<file path="src/rtl/rv523_ctrl_pkg.sv">
// Shared types for the RV523 run/step/halt controller: FSM state encoding and halt-cause codes.
package rv523_ctrl_pkg;

  typedef enum logic [1:0] {
    ST_HALT = 2'b00,
    ST_RUN  = 2'b01,
    ST_STEP = 2'b10
  } step_state_t;

  localparam logic [1:0] HC_NONE = 2'b00;
  localparam logic [1:0] HC_REQ  = 2'b01;
  localparam logic [1:0] HC_BP   = 2'b10;

endpackage

</file>
<file path="src/rtl/rv523_step_ctrl_debounce.sv">
// rv523_debounce: 2-FF synchroniser, stable-level counter and one-cycle press pulse for one button.
module rv523_debounce #(
  parameter logic [15:0] DEBOUNCE_CYCLES = 16'd50000
) (
  input  logic clk,
  input  logic rst,
  input  logic btn,
  output logic press
);

  logic        sync1_r;
  logic        sync2_r;
  logic        level_r;
  logic        press_r;
  logic [15:0] cnt_r;

  // Synchronise, accept a new level once it has been stable long enough, pulse on accepted rising edge
  always_ff @(posedge clk) begin
    if (rst) begin
      sync1_r <= 1'b0;
      sync2_r <= 1'b0;
      level_r <= 1'b0;
      press_r <= 1'b0;
      cnt_r   <= 16'd0;
    end else begin
      sync1_r <= btn;
      sync2_r <= sync1_r;
      press_r <= 1'b0;
      if (sync2_r != level_r) begin
        if (cnt_r == DEBOUNCE_CYCLES - 16'd1) begin
          level_r <= sync2_r;
          press_r <= sync2_r;
          cnt_r   <= 16'd0;
        end else begin
          cnt_r <= cnt_r + 16'd1;
        end
      end else begin
        cnt_r <= 16'd0;
      end
    end
  end

  assign press = press_r;

endmodule

</file>
<file path="src/rtl/rv523_step_ctrl.sv">
// rv523_step_ctrl: run/step/halt controller producing the RV523 cpu_ce clock enable.
// Define RV523_BREAKPOINT_EN to halt RUN when cpu_pc matches an armed bp_addr.
module rv523_step_ctrl
  import rv523_ctrl_pkg::*;
#(
  parameter logic [15:0] DEBOUNCE_CYCLES = 16'd50000,
  parameter int          SLOW_DIV        = 24,
  parameter int          PC_W            = 32
) (
  input  logic            clk,
  input  logic            rst,
  input  logic            btn_run,
  input  logic            btn_step,
  input  logic            btn_halt,
  input  logic            sw_slow,
  input  logic            halt_req,
  input  logic [PC_W-1:0] cpu_pc,
  input  logic [PC_W-1:0] bp_addr,
  input  logic            bp_valid,
  output logic            cpu_ce,
  output logic            running,
  output logic            step_done,
  output logic [1:0]      halted_by
);

  step_state_t         state_r;
  step_state_t         state_nxt_s;
  logic [1:0]          halted_by_r;
  logic [1:0]          halted_by_nxt_s;
  logic                step_done_r;
  logic                run_press_s;
  logic                step_press_s;
  logic                halt_press_s;
  logic                slow_s1_r;
  logic                slow_s2_r;
  logic                slow_en_r;
  logic [SLOW_DIV-1:0] slow_cnt_r;
  logic                tick_s;
  logic                bp_hit_s;
  logic                cpu_ce_s;
  logic                enter_run_s;

  rv523_debounce #(.DEBOUNCE_CYCLES(DEBOUNCE_CYCLES)) u_db_run (
    .clk(clk), .rst(rst), .btn(btn_run), .press(run_press_s)
  );
  rv523_debounce #(.DEBOUNCE_CYCLES(DEBOUNCE_CYCLES)) u_db_step (
    .clk(clk), .rst(rst), .btn(btn_step), .press(step_press_s)
  );
  rv523_debounce #(.DEBOUNCE_CYCLES(DEBOUNCE_CYCLES)) u_db_halt (
    .clk(clk), .rst(rst), .btn(btn_halt), .press(halt_press_s)
  );

  // slow_en_r lags the synchronised switch by one cycle so the counter is already cleared when it applies
  assign tick_s = slow_en_r ? (slow_cnt_r == {SLOW_DIV{1'b1}}) : 1'b1;

`ifdef RV523_BREAKPOINT_EN
  assign bp_hit_s = bp_valid && (cpu_pc == bp_addr) && tick_s;
`else
  logic unused_bp_s;
  assign unused_bp_s = ^{cpu_pc, bp_addr, bp_valid};
  assign bp_hit_s    = 1'b0;
`endif

  // Next state, halt cause and clock-enable gating from registered state
  always_comb begin
    state_nxt_s     = state_r;
    halted_by_nxt_s = halted_by_r;
    cpu_ce_s        = 1'b0;
    case (state_r)
      ST_HALT: begin
        if (step_press_s) begin
          state_nxt_s     = ST_STEP;
          halted_by_nxt_s = HC_NONE;
        end else if (run_press_s) begin
          state_nxt_s     = ST_RUN;
          halted_by_nxt_s = HC_NONE;
        end else begin
          state_nxt_s = ST_HALT;
        end
      end
      ST_STEP: begin
        cpu_ce_s    = 1'b1;
        state_nxt_s = ST_HALT;
      end
      ST_RUN: begin
        cpu_ce_s = tick_s & ~halt_req & ~bp_hit_s;
        if (halt_req) begin
          state_nxt_s     = ST_HALT;
          halted_by_nxt_s = HC_REQ;
        end else if (bp_hit_s) begin
          state_nxt_s     = ST_HALT;
          halted_by_nxt_s = HC_BP;
        end else if (halt_press_s) begin
          state_nxt_s     = ST_HALT;
          halted_by_nxt_s = HC_NONE;
        end else begin
          state_nxt_s = ST_RUN;
        end
      end
      default: begin
        state_nxt_s     = ST_HALT;
        halted_by_nxt_s = HC_NONE;
      end
    endcase
  end

  assign enter_run_s = (state_r != ST_RUN) && (state_nxt_s == ST_RUN);

  // Controller state, halt cause and step-completion pulse
  always_ff @(posedge clk) begin
    if (rst) begin
      state_r     <= ST_HALT;
      halted_by_r <= HC_NONE;
      step_done_r <= 1'b0;
    end else begin
      state_r     <= state_nxt_s;
      halted_by_r <= halted_by_nxt_s;
      step_done_r <= (state_r == ST_STEP);
    end
  end

  // Slow-run switch synchroniser and tick divider
  always_ff @(posedge clk) begin
    if (rst) begin
      slow_s1_r  <= 1'b0;
      slow_s2_r  <= 1'b0;
      slow_en_r  <= 1'b0;
      slow_cnt_r <= {SLOW_DIV{1'b0}};
    end else begin
      slow_s1_r <= sw_slow;
      slow_s2_r <= slow_s1_r;
      slow_en_r <= slow_s2_r;
      if (enter_run_s || (slow_s2_r && !slow_en_r)) begin
        slow_cnt_r <= {SLOW_DIV{1'b0}};
      end else if ((state_r == ST_RUN) && slow_en_r) begin
        slow_cnt_r <= slow_cnt_r + {{(SLOW_DIV-1){1'b0}}, 1'b1};
      end else begin
        slow_cnt_r <= slow_cnt_r;
      end
    end
  end

  assign cpu_ce    = cpu_ce_s;
  assign running   = (state_r == ST_RUN);
  assign step_done = step_done_r;
  assign halted_by = halted_by_r;

endmodule

</file>
<file path="config.mk">
export PLATFORM = sky130hd
export DESIGN_NAME = rv523_step_ctrl
export DESIGN_NICKNAME = d
export VERILOG_FILES = /design/src/rtl/rv523_ctrl_pkg.sv /design/src/rtl/rv523_step_ctrl_debounce.sv /design/src/rtl/rv523_step_ctrl.sv
export SDC_FILE = /design/constraint.sdc
export NUM_CORES = 1
export LEC_CHECK = 0
export BUFFER_PORTS_ARGS = -buffer_cell sky130_fd_sc_hd__buf_2
export CAP_MARGIN = 10
export CORE_UTILIZATION = 49
export CTS_CLUSTER_SIZE = 40
export DETAILED_ROUTE_END_ITERATION = 12
export HOLD_SLACK_MARGIN = 0.06
export PLACE_DENSITY = 0.77
export SLEW_MARGIN = 0
export SYNTH_ARGS = -nofsm -noshare
export SYNTH_HDL_FRONTEND = slang
export SYNTH_SLANG_ARGS = --single-unit
</file>
<file path="constraint.sdc">
create_clock -name clk -period 2.5 [get_ports clk]
set_clock_uncertainty 0.05 [all_clocks]
set_input_delay 0.125 -clock clk [delete_from_list [all_inputs] [get_ports clk]]
set_output_delay 0.125 -clock clk [all_outputs]
set_load 0.02 [all_outputs]
</file>
; After elaboration in Yosys (flattened, before gate mapping)
; Cells that the tools add are included.
[word_totals]
regBits = 92
elab_cells = 77
inputBits = 72
[classes]
n_addsub = 4
n_reduce_logical = 17
bitwise = 9
eq_ne = 13
muxes = 12
[ops]
columns = op, count
row1 = "16-bit by 1-bit adder with 16-bit output, second input constant", 3
row2 = "16-bit == test, second input constant", 3
row3 = "24-bit by 1-bit adder with 24-bit output, second input constant", 1
row4 = "24-bit == test, second input constant", 1
row5 = 3-bit OR reduction, 6
row6 = 2-bit two-way mux, 5
row7 = 1-bit inverter, 8
row8 = 2-bit case mux with 3 select lines, 1
row9 = 2-bit AND reduction, 3
row10 = "2-bit by 1-bit == test with 1-bit output, second input constant", 2
row11 = 1-bit two-way mux, 4
row12 = 2-bit case mux with 2 select lines, 1
row13 = 1-bit logical AND, 3
row14 = 1-bit != test, 3
row15 = "3-bit by 1-bit != test with 1-bit output, second input constant", 1
row16 = "3-bit by 2-bit != test with 1-bit output, second input constant", 1
row17 = 3-bit AND reduction, 1
row18 = "2-bit == test, second input constant", 1
row19 = 2-bit zero test, 1
row20 = "2-bit by 1-bit != test with 1-bit output, second input constant", 1
row21 = 1-bit case mux with 2 select lines, 1
row22 = 2-bit OR reduction, 1
row23 = 1-bit bitwise AND, 1
row24 = 1-bit zero test, 1
row25 = 1-bit logical OR, 1

; Longest topological paths before layout
; Gate-level depths: netlist of the first run.
[depth]
word_depth = 7
mapped_depth = 7
ltp_nobuf = 6

; Cells and area by module
; A second synthesis of the first run with hierarchy kept.
[hier_totals]
cells_unflattened = 441
hier_area_um2 = 3992.6
[modules_own_cells]
columns = module, area_per_inst_um2, instances, cells_per_inst
row1 = rv523_debounce, 835.8, 3, 89
row2 = rv523_step_ctrl, 1485.2, 1, 174

; Least setup slack after synthesis of the first run
; No wires, ideal clock.
[synth_path]
path_kind = register to register
startpoint = register state_r[1]
endpoint = register slow_cnt_r[19]
period_less_slack_ps = 2075
path_slack_ps = 425
stages_incl_launch_ff = 8
setup_time_ps = 59
t_required_ps = 2391
arrival_time_ps = 1966
path_cell_list = dfxtp_1 inv_1 ha_1 and4bb_1 or3_1 clkbuf_1 or4_1 nand2_1
[synth_via]
elab_chain_cells = 6
elab_cells_between_ends = 9
classes_between = eq/ne (3) / mux (1) / reduce/logical (5)
[synth_rtl]
columns = item, line
row1 = from (decl), rv523_step_ctrl.sv:26  ; step_state_t state_r;
row2 = from (signal assigned), rv523_step_ctrl.sv:116  ; state_r <= state_nxt_s;
row3 = 2-bit by 1-bit == test with 1-bit output *, -
row4 = via running, rv523_step_ctrl.sv:21  ; output logic running,
row5 = 2-bit case mux with 2 select lines, rv523_step_ctrl.sv:69  ; case (state_r)
row6 = 2-bit by 1-bit == test with 1-bit output, rv523_step_ctrl.sv:107  ; assign enter_run_s = (state_r != ST_RUN) && (state_nxt_s == ST_RUN);
row7 = 1-bit logical AND, rv523_step_ctrl.sv:107
row8 = 1-bit logical OR, rv523_step_ctrl.sv:133  ; if (enter_run_s || (slow_s2_r && !slow_en_r)) begin
row9 = 2-bit OR reduction (no line), -
row10 = to (signal assigned), rv523_step_ctrl.sv:134  ; slow_cnt_r <= {SLOW_DIV{1'b0}};
row11 = to (signal assigned), rv523_step_ctrl.sv:136  ; slow_cnt_r <= slow_cnt_r + {{(SLOW_DIV-1){1'b0}}, 1'b1};
row12 = to (signal assigned), rv523_step_ctrl.sv:138  ; slow_cnt_r <= slow_cnt_r;
row13 = to (decl), rv523_step_ctrl.sv:37  ; logic [SLOW_DIV-1:0] slow_cnt_r;
; Mark *: on every way through the listed nets, which the timed path passes. The rest lies on a longest branch.
; A chain may end at the register's enable or synchronous reset.

; Worst setup path in the final report of the first run
[layout_path]
startpoint = register slow_cnt_r[3]
endpoint = output cpu_ce
[layout_via]
elab_chain_cells = 4
[layout_rtl]
columns = item, line
row1 = from (signal assigned), rv523_step_ctrl.sv:128  ; slow_cnt_r <= {SLOW_DIV{1'b0}};
row2 = from (signal assigned), rv523_step_ctrl.sv:134
row3 = from (signal assigned), rv523_step_ctrl.sv:136
row4 = 24-bit == test, rv523_step_ctrl.sv:54  ; assign tick_s = slow_en_r ? (slow_cnt_r == {SLOW_DIV{1'b1}}) : 1'b1;
row5 = 1-bit two-way mux, rv523_step_ctrl.sv:54
row6 = 1-bit bitwise AND, rv523_step_ctrl.sv:86  ; cpu_ce_s = tick_s & ~halt_req & ~bp_hit_s;
row7 = 1-bit case mux with 2 select lines, rv523_step_ctrl.sv:69
row8 = to (decl), rv523_step_ctrl.sv:20  ; output logic cpu_ce,
; No other way between the ends.

==> results of run 1 <==
==> cells in the mapped netlist (2+ instances only) <==
library cell / number
a21oi_1: 12
and2_1: 2
and3_1: 7
and4_1: 8
buf_4: 2
buf_6: 2
clkbuf_1: 10
dfxtp_1: 91
ha_1: 7
inv_1: 13
mux2i_1: 3
nand2_1: 22
nand2b_1: 2
nand3_1: 23
nand4_1: 23
nand4b_1: 3
nor2_1: 70
nor2b_1: 13
nor3_1: 10
nor4_1: 10
o211ai_1: 2
o21ai_0: 5
o31ai_1: 6
or3_1: 7
or4_1: 9
or4b_1: 2
xnor2_1: 35
xor2_1: 21
==> repair_timing <==
| action | 4_1_cts | 5_1_grt |
|---|---|---|
| endpoints found under the hold margin | 6 | 0 |
| setup endpoints to repair | 0 | 1 |
| hold buffers | 5 | 0 |
| resized for setup | 0 | 1 |
==> metal layers <==
layer / part of all wire, % / up-vias / global-route usage, %
met5: 0 / - / 0
met3: 2.4 / 10 / 3.814
li1: - / 1563 / -
met4: 1.6 / 0 / 7.161
met1: 50 / 1401 / 22.48
met2: 46 / 37 / 28.42
==> stage by stage <==
| step | instance area, µm² | instances | hold slack, ns | utilization, % | setup WS [ns] |
|---|---|---|---|---|---|
| 2_1_floorplan | 3958 | 438 | 0.2032 | - | 0.4246 |
| 3_3_place_gp | 4081 | 538 | 0.2832 | 52.55 | 0.3811 |
| 3_5_place_dp | 4081 | 538 | 0.2914 | 52.55 | 0.3310 |
| 4_1_cts | 4380 | 559 | 0.1825 | 56.39 | 0.09475 |
| 5_1_grt | 4385 | 559 | 0.1951 | 56.46 | 0.02820 |
| 6_report | 4385 | 559 | 0.1868 | 56.46 | 0.1146 |
==> flip-flops by register name, summed over array words and instances (netlist names), 2 cells and up <==
| name | flops |
|---|---|
| slow_cnt_r | 24 |
| state_r | 2 |
| u_db_halt.cnt_r | 16 |
| u_db_run.cnt_r | 16 |
| u_db_step.cnt_r | 16 |
==> report_power, final <==
part           switching (mW)  internal [mW]
sequential            0.00477           1.46
clock                   0.508          0.693
combinational          0.0276         0.0189
==> worst max-delay path: cells and delay by family (launching register included) <==
family,cells,cell delay [ns]
buffers and inverters,1,0.21
AND/OR/NAND/NOR,3,0.97
AO/OA/AOI/OAI,1,0.26
flip-flops,1,0.41
==> cell families after synthesis <==
kind of cell	count (synthesis)
multiplexers	3
buffers and inverters	29
other	1
adder cells (fa/ha/maj)	7
AO/OA/AOI/OAI	28
flip-flops	91
AND/OR/NAND/NOR	223
XOR/XNOR	56
==> layout make-up <==
type,count,area (µm²),share of cell area (%)
clock inverters,6,111.4,2.539
well taps,102,127.6,2.910
flip-flops and latches,91,1822,41.54
inverters,13,48.80,1.113
multi-input cells,318,2008,45.79
repair buffers,19,130.1,2.967
clock buffers,10,137.6,3.138
==> worst paths after layout <==
kind / end / depth (start not counted) / from / slack (ns)
setup / recovery: cpu_ce / 5 / slow_cnt_r[3] / 0.11
hold / removal: halted_by[0] / 3 / rst / 0.19
setup reg to reg: slow_cnt_r[19] / 6 / state_r[1] / 0.30
hold reg to reg: u_db_halt.sync2_r / 1 / u_db_halt.sync1_r / 0.39
==> qor.txt, run 1 <==
Max cap viols - 0
Share of the synthesized area in the top cell type - 46.03%
First-pass DRT Iterations - 4
Final period utilization - 95.41%
Clk root buf - clkbuf_8
Outcome - finished clean
#FFs+latches synth - 91
Fin crit period - 2.385 ns
Crit Path Category - register to primary output
# rows - 32
PD cells - 617.5 nW/µm²
Compound-gate portion of the synthesized area - 4.268%
Total grt overflow - 0
Syn_nets - 517
Mean Syn Cell Area - 9.035 µm²
First-pass GRT wire length - 12050 µm
Synth warn - 0
Crit path required time - 2.33 ns
Simple-gate share of the synthesized area - 30.89%
Hold Vio Cnt, Final - 0
Postcts setup bufs - 0
DIE WIDTH - 91.87 µm
Area grow syn2layout - 10.81%
Final setup fails - 0
CTS max path bufs - 2
H-Tree Depth - 3
Detailed Place HPWL - 4571 µm
Max-slew violations - 0
Ys flop type - dfxtp_1
DRC errors left - 0
Unrepaired setup endpoints after global routing - false
Mapped Area - 3958 µm²
Layout Nets - 531
Pin count of the biggest net entering global routing - 25
Most common cell after layout, fill and taps aside - dfxtp_1
Vias in the first global route - 2803
WL per Instance - 12.21 µm
CTS tree - yes
VDD IR max - 0.0003745 V
Top cells by area, synth - dfxtp_1 (46%), xnor2_1 (7.7%), nor2_1 (6.6%), xor2_1 (4.6%), nand4_1 (3.6%)
Starting Density - 50.95%
Share of cells above drive strength 1 - 7.659%
Vias - 3011
Combinational family with the most area after synthesis - simple AND/OR/NAND/NOR gates
Inserted Diodes - 0
CP Cell Sequence - and4_1 -> nand2_1 -> or4_1 -> a31oi_1 -> buf_2
Iteration-0 DRC Markers - 144
Yosys top cell by area - dfxtp_1
Remaining antenna violation count - 0
Adder-Cell Fraction of Synth Area - 2.213%
Die ar. - 8440 µm²
Die Span Y - 91.87 µm
Clock-pin slew on the worst setup and hold paths - 0.09 ns
Worst hold path type - input port to register
Cts bufs inserted - 9
Slew of the pin with the lowest slew margin - 0.5317 ns
Clk_lat worst skew - 0.36 ns
Via density per instance - 5.386
Post-synth EDFFs - 0
Seq/Total Area, Yosys - 46.03%
Worst setup SP type - register
Worst stage delay on the critical path - 0.53 ns
Total power - 2.708 mW
Mux cell area share after synthesis - 0.7588%
Gr usage total - 17.50%
Arr. time, crit path - 2.21 ns
Initial antenna violation count - 0
Post-synthesis xor/xnor area fraction - 12.39%
Crit end category - primary output
Commonest cells after routing, fill and taps aside - dfxtp_1 (91), nor2_1 (70), xnor2_1 (35)
Synthesized instance count - 438
Setup_tns - 0 ns
Crit-path max FO - 7
Filler instances - 697
Leakage - 1.418 nW
Final WL - 6827 µm
Worst path slowest cell - or4_1
Yosys cell types - 46
Clock tree sinks - 91
I/O pin total - 77
Final GP Congestion - 0.7938
Relative slew slack - 64.55%
Port Buffers - 10
F_max - 419.2 MHz
Asr flop ratio synth - 0%
Core Region - 7767 µm²
No activity file was read; power rests on OpenSTA's default activity.
==> run 2: changes to the inputs <==
- ABC_AREA: unset -> 1
- PLACE_DENSITY: 0.77 -> 0.76
==> run 2 against run 1 <==
Compared with the run above: register-to-register slack better by 0.46 ns; utilization is 1.9 points lower; via count rose by 22%; largest cell class unchanged.
==> qor.txt, run 2 <==
Outcome - finished clean
CTS tree - yes
Synthesized instance count - 604 (+38%)
Via density per instance - 4.990 (-7.4%)
Asr flop ratio synth - 0% (unchanged)
Share of the synthesized area in the top cell type - 41.79% (-4.2 points)
First-pass DRT Iterations - 4 (unchanged)
I/O pin total - 77 (unchanged)
PD cells - 521.6 nW/µm² (-16%)
Synth warn - 0 (unchanged)
Fin crit period - 2.088 ns (-0.2973 ns)
Top cells by area, synth - dfxtp_1 (42%), nand2_1 (10%), inv_1 (7.6%), nor2_1 (6.9%), a21oi_1 (5.1%)
Core Region - 8678 µm² (+12%)
Max-slew violations - 0 (unchanged)
Initial antenna violation count - 0 (unchanged)
Layout Nets - 702 (+32%)
Final GP Congestion - 0.8055 (+1.5%)
Sw frac - 24.46% (+4.5 points)
#FFs+latches synth - 91 (unchanged)
Syn_nets - 683 (+32%)
Post-cts gate resize count - 0 (unchanged)
Mapped Area - 4359 µm² (+10%)
H-Tree Depth - 3 (unchanged)
Register with the most flip-flops - slow_cnt_r
Hold Vio Cnt, Final - 0 (unchanged)
Clock network power share - 38.6% (-5.7 points)
Final setup fails - 0 (unchanged)
Worst hold path type - input port to register
Crit Path Category - register to primary output
Yosys cell types - 37 (-20%)
Hold Path Sink - u_db_step.sync1_r
Cts bufs inserted - 9 (unchanged)
Unrepaired setup endpoints after global routing - false
Seq/Total Area, Yosys - 41.79% (-4.2 points)
Vias - 3673 (+22%)
Max cap viols - 0 (unchanged)
Max FFs per register - 24 (unchanged)
First-pass GRT wire length - 13810 µm (+15%)
Reg2reg setup slack - 0.76 ns (+0.46 ns)
Crit path required time - 2.33 ns (about the same)
Leakage - 1.633 nW (+15%)
Port Buffers - 10 (unchanged)
Setup_tns - 0 ns (unchanged)
Starting Density - 50.23% (-0.72 points)
Pin count of the biggest net entering global routing - 21 (-16%)
Share of cells above drive strength 1 - 11.62% (+4.0 points)
Most frequent cells after synthesis - nand2_1 (117), dfxtp_1 (91), inv_1 (88), nor2_1 (80), a21oi_1 (44)
Yosys top cell by area - dfxtp_1
Inserted Diodes - 0 (unchanged)
Area post-placement - 4492 µm² (+10%)
WL per Instance - 10.76 µm (-12%)
Reg2reg path depth - 9 (+3)
CTS max path bufs - 2 (unchanged)
Final WL - 7917 µm (+16%)
Final period utilization - 83.52% (-12 points)
DIE WIDTH - 96.32 µm (+4.8%)
Commonest cells after routing, fill and taps aside - nand2_1 (117), dfxtp_1 (91), inv_1 (88)
Die Span Y - 96.32 µm (+4.8%)
Post-synth EDFFs - 0 (unchanged)
DRC errors left - 0 (unchanged)
Postcts setup bufs - 0 (unchanged)
Area grow syn2layout - 8.553%
F_max - 478.9 MHz (+14%)
Clock-pin slew on the worst setup and hold paths - 0.10 ns (about the same)
Core Util, Final - 54.53% (-1.9 points)
Total power - 2.468 mW (-8.8%)
Flop pwr share - 59.2% (+5.3 points)
Mean Syn Cell Area - 7.217 µm² (-20%)
Top-count cell post-synth - nand2_1
Iteration-0 DRC Markers - 140 (-2.8%)
Gr usage total - 18.67% (+1.2 points)
Vias in the first global route - 3355 (+20%)
Final instance area - 4732 µm² (+7.9%)
Arr. time, crit path - 1.91 ns (-0.30 ns)
Die ar. - 9278 µm² (+9.9%)
Most common cell after layout, fill and taps aside - nand2_1
Sw Pwr - 0.6037 mW (+12%)
Remaining antenna violation count - 0 (unchanged)
Setup ws final - 0.4119 ns (+0.2973 ns)
Clk root buf - clkbuf_8
Total grt overflow - 0 (unchanged)
Clock tree sinks - 91 (unchanged)
Clk_lat worst skew - 0.36 ns (about the same)
# rows - 34 (+6.3%)
Crit end category - primary output
Combinational share of power - 2.2% (+0.5 points)
Worst setup SP type - register
RR Endpoint - slow_cnt_r[21]
Crit-path max FO - 5 (-2)
Internal cell power - 1.865 mW (-14%)
Worst hold start - rst
R2R Path Start - state_r[1]
Pre-CTS setup slack - 0.7558 ns (+0.4248 ns)
Worst hold path depth - 2 (-1)
Ys flop type - dfxtp_1
Detailed Place HPWL - 5916 µm (+29%)
VDD IR max - 0.0003988 V (+6.5%)
[run 2: cell types whose count changed after synthesis, sizes merged, moves of 10 or more]
cell   previous run  this run
xor2             21        10
xnor2            35         4
nor2             70        99
nand3            23        51
nand2            23       120
nor3             10        23
a21oi            12        49
nor2b            13         0
inv              13        94
or4              10         0
nor4             11         1
[run 2: per-stage QoR]
| step | instances | hold slack [ns] |
|---|---|---|
| 3_3_place_gp | 715 | 0.2748 |
| 3_5_place_dp | 715 | 0.2871 |
| 5_1_grt | 736 | 0.08425 |
| 4_1_cts | 736 | 0.06718 |
| 2_1_floorplan | 604 | 0.1820 |
| 6_report | 736 | 0.08097 |
[run 2: final cells by class]
| class | instances | area (µm²) |
|---|---|---|
| clock inverters | 7 | 66.31 |
| inverters | 94 | 352.8 |
| repair buffers | 15 | 100.1 |
| clock buffers | 9 | 123.9 |
| multi-input cells | 412 | 2132 |
| flip-flops and latches | 91 | 1822 |
| well taps | 108 | 135.1 |
| fillers | 847 | 3946 |
[run 2: how the worst max path moves through the flow]
stage / cells after the start / endpoint / start
6_report: 10 / cpu_ce / slow_cnt_r[0]
5_1_grt: 10 / cpu_ce / slow_cnt_r[0]
4_1_cts: 10 / cpu_ce / slow_cnt_r[0]
3_5_place_dp: 9 / slow_cnt_r[21] / state_r[1]
3_3_place_gp: 9 / slow_cnt_r[21] / state_r[1]
2_1_floorplan: 9 / slow_cnt_r[21] / state_r[1]
[run 2: cell families (layout without fill, tap and decap cells)]
kind of cell / count (synthesis) / after routing / synth area share, %
AO/OA/AOI/OAI: 68 / 68 / 8.496
XOR/XNOR: 14 / 14 / 2.813
adder cells (fa/ha/maj): 7 / 7 / 2.009
buffers and inverters: 101 / 125 / 9.300
flip-flops: 91 / 91 / 41.79
other: 1 / 1 / 0.08603
AND/OR/NAND/NOR: 322 / 322 / 35.51
[run 2: what timing repair did]
| action | CTS | global route |
|---|---|---|
| setup endpoints to repair | 0 | 0 |
| hold endpoints to repair | 6 | 0 |
| hold buffers | 5 | 0 |
[run 2: power groups by stage]
stage | logic (mW) | registers (mW) | clock network, mW
2_1_floorplan | 0.0398 | 1.49 | 0
3_3_place_gp | 0.0469 | 1.49 | 0
3_5_place_dp | 0.0491 | 1.49 | 0
4_1_cts | 0.0550 | 1.46 | 0.990
5_1_grt | 0.0623 | 1.46 | 1.04
6_report | 0.0545 | 1.46 | 0.953
[run 2: worst max-delay path, cell delays in order, from the launching register on]
cell     delay, ns
dfxtp_1       0.39
ha_1          0.19
nand2_1       0.07
nor2_2        0.18
nand2_2       0.11
nor2_1        0.11
nand2_1       0.06
nand2_1       0.05
nand2_1       0.04
a21oi_1       0.15
buf_2         0.20
[run 2: per-layer routing]
| metal | track usage [%] | part of all wire [%] | up-vias | wire [µm] |
|---|---|---|---|---|
| met3 | 4.581 | 2.8 | 7 | 219 |
| met1 | 21.98 | 47 | 1665 | 3730 |
| li1 | - | - | 1964 | - |
| met2 | 33.33 | 49 | 37 | 3906 |
| met4 | 5.637 | 0.77 | 0 | 61 |
| met5 | 0 | 0 | - | 0 |
==> run 3: changes to the inputs <==
- PLACE_DENSITY: 0.76 -> 0.79
- clock period: 2.5 -> 1.75 ns (I/O delays scaled with it)
==> run 3 against run 2 <==
Compared with the run above: the run now ends with setup timing left; utilization grew 2.6 points; clock-buffer cell count grew 2; cell area grew 4.8%; sequential power grew 42%; wire length grew 7.6%; critical path depth is the same; flip-flop and latch count is the same; final cell count grew 1.9%; die area is the same; register-to-register slack lost 0.62 ns; worst hold slack gained 0.28 ns; largest power group unchanged.
==> qor.txt, run 3 (synthesized netlist as in run 2, its figures left out) <==
R2R Path Start - state_r[0]
Worst hold start - u_db_step.sync1_r
Inserted Diodes - 0 (unchanged)
Final setup fails - 1 (+1)
Vias - 3800 (+3.5%)
Reg2reg setup slack - 0.14 ns (-0.62 ns)
Final WL - 8522 µm (+7.6%)
Clk_lat worst skew - 0.36 ns (about the same)
Starting Density - 50.23% (unchanged)
Pin count of the biggest net entering global routing - 20 (-4.8%)
Final GP Congestion - 0.9106 (+13%)
Port Buffers - 10 (unchanged)
Commonest cells after routing, fill and taps aside - nand2_1 (114), inv_1 (88), nor2_1 (78)
Crit end category - primary output
Remaining antenna violation count - 0 (unchanged)
Die ar. - 9278 µm² (unchanged)
Detailed Place HPWL - 5900 µm (-0.27%)
Worst hold path depth - 2 (unchanged)
VDD IR max - 0.0006599 V (+65%)
Vias in the first global route - 3529 (+5.2%)
Clk root buf - clkbuf_8
Outcome - finished, violations left
Pre-CTS setup slack - 0.03728 ns (-0.7185 ns)
Register with the most flip-flops - slow_cnt_r
Max-slew violations - 0 (unchanged)
H-Tree Depth - 3 (unchanged)
First-pass DRT Iterations - 7 (+3)
CTS tree - yes
Iteration-0 DRC Markers - 202 (+44%)
Crit-path max FO - 2 (-3)
Cts bufs inserted - 9 (unchanged)
Max FFs per register - 24 (unchanged)
Crit Path Category - register to primary output
DRC errors left - 0 (unchanged)
Final period utilization - 104.6%
Die Span Y - 96.32 µm (unchanged)
F_max - 546.2 MHz
Initial antenna violation count - 0 (unchanged)
RR Endpoint - slow_cnt_r[0]
Share of cells above drive strength 1 - 16.98% (+5.4 points)
Reg2reg path depth - 7 (-2)
Via density per instance - 5.067 (+1.5%)
Violated checks - setup timing
Crit path required time - 1.61 ns (-0.72 ns)
Leakage - 1.739 nW (+6.5%)
# rows - 34 (unchanged)
Clock tree sinks - 91 (unchanged)
Setup_tns - -0.08074 ns (-0.08074 ns)
Final hold slack - 0.3562 ns (+0.2753 ns)
Gr usage total - 19.39% (+0.72 points)
Setup ws final - -0.08074 ns (-0.4926 ns)
Core Region - 8678 µm² (unchanged)
WL per Instance - 11.36 µm (+5.6%)
Max cap viols - 0 (unchanged)
PD cells - 736.6 nW/µm² (+41%)
DIE WIDTH - 96.32 µm (unchanged)
Arr. time, crit path - 1.69 ns (-0.22 ns)
Clock-pin slew on the worst setup and hold paths - 0.09 ns (about the same)
Total grt overflow - 0 (unchanged)
CTS max path bufs - 2 (unchanged)
Hold Path Sink - u_db_step.sync2_r
Most common cell after layout, fill and taps aside - nand2_1
Total power - 3.654 mW (+48%)
Unrepaired setup endpoints after global routing - true
Worst setup SP type - register
Hold Vio Cnt, Final - 0 (unchanged)
Fin crit period - 1.831 ns
Layout Nets - 716 (+2.0%)
Worst hold path type - register to register
I/O pin total - 77 (unchanged)
First-pass GRT wire length - 14280 µm (+3.4%)
Area grow syn2layout - 13.78%
run 3: how the worst max path moves through the flow:
stage                     depth (start not counted)        endpoint  slack (ns)      startpoint
after floorplan                                   9  slow_cnt_r[21]        0.12      state_r[1]
after global placement                            9  slow_cnt_r[21]        0.12      state_r[1]
after detailed placement                          9  slow_cnt_r[21]        0.04      state_r[1]
after CTS                                        10          cpu_ce       -0.08   slow_cnt_r[1]
after global routing                              9          cpu_ce       -0.18  slow_cnt_r[12]
final                                            10          cpu_ce       -0.08   slow_cnt_r[1]
run 3: per-stage QoR:
stage               std cells  util [%]  instance area [µm²]
floorplan                 604         -                 4359
global placement          719     52.11                 4522
detailed placement        719     52.11                 4522
CTS                       748     56.37                 4892
global route              750     57.15                 4960
finish                    750     57.15                 4960
run 3: timing repair:
action,4_1_cts,5_1_grt
hold endpoints to repair,7,0
resized for setup,18,15
endpoints found under the setup margin,1,28
hold buffers,6,0
pin swaps,6,9
setup buffers,7,4
run 3: area by class of cell:
type | instances | area [µm²]
clock inverter | 5 | 60.06
multi-input combinational | 412 | 2203
fill | 776 | 3719
clock buffer | 11 | 151.4
sequential | 91 | 1843
timing repair buffer | 29 | 214.0
tap | 108 | 135.1
inverter | 94 | 352.8
run 3: critical path, stage by stage, from the launching register on:
cell     delay, ns
dfxtp_2       0.36
ha_4          0.16
nand2_4       0.05
nor2_4        0.09
nand2_2       0.07
nor2_2        0.09
nand2_1       0.05
nand2_1       0.06
nand2_1       0.06
a21oi_2       0.19
buf_6         0.14
run 3: where the power goes:
part	total (mW)	leakage (nW)	switching [mW]	internal [mW]
registers	2.08	0.743	0.00600	2.08
clock network	1.48	0.106	0.740	0.743
logic	0.0867	0.890	0.0536	0.0331
run 3: metal layers:
metal / part of all wire, % / vias up / global-route usage [%] / wire length (µm)
met1: 47 / 1739 / 23.24 / 3988
met2: 48 / 57 / 33.51 / 4128
li1: - / 1988 / - / -
met5: 0 / - / 0 / 0
met3: 3.0 / 16 / 5.292 / 258
met4: 1.7 / 0 / 6.250 / 146
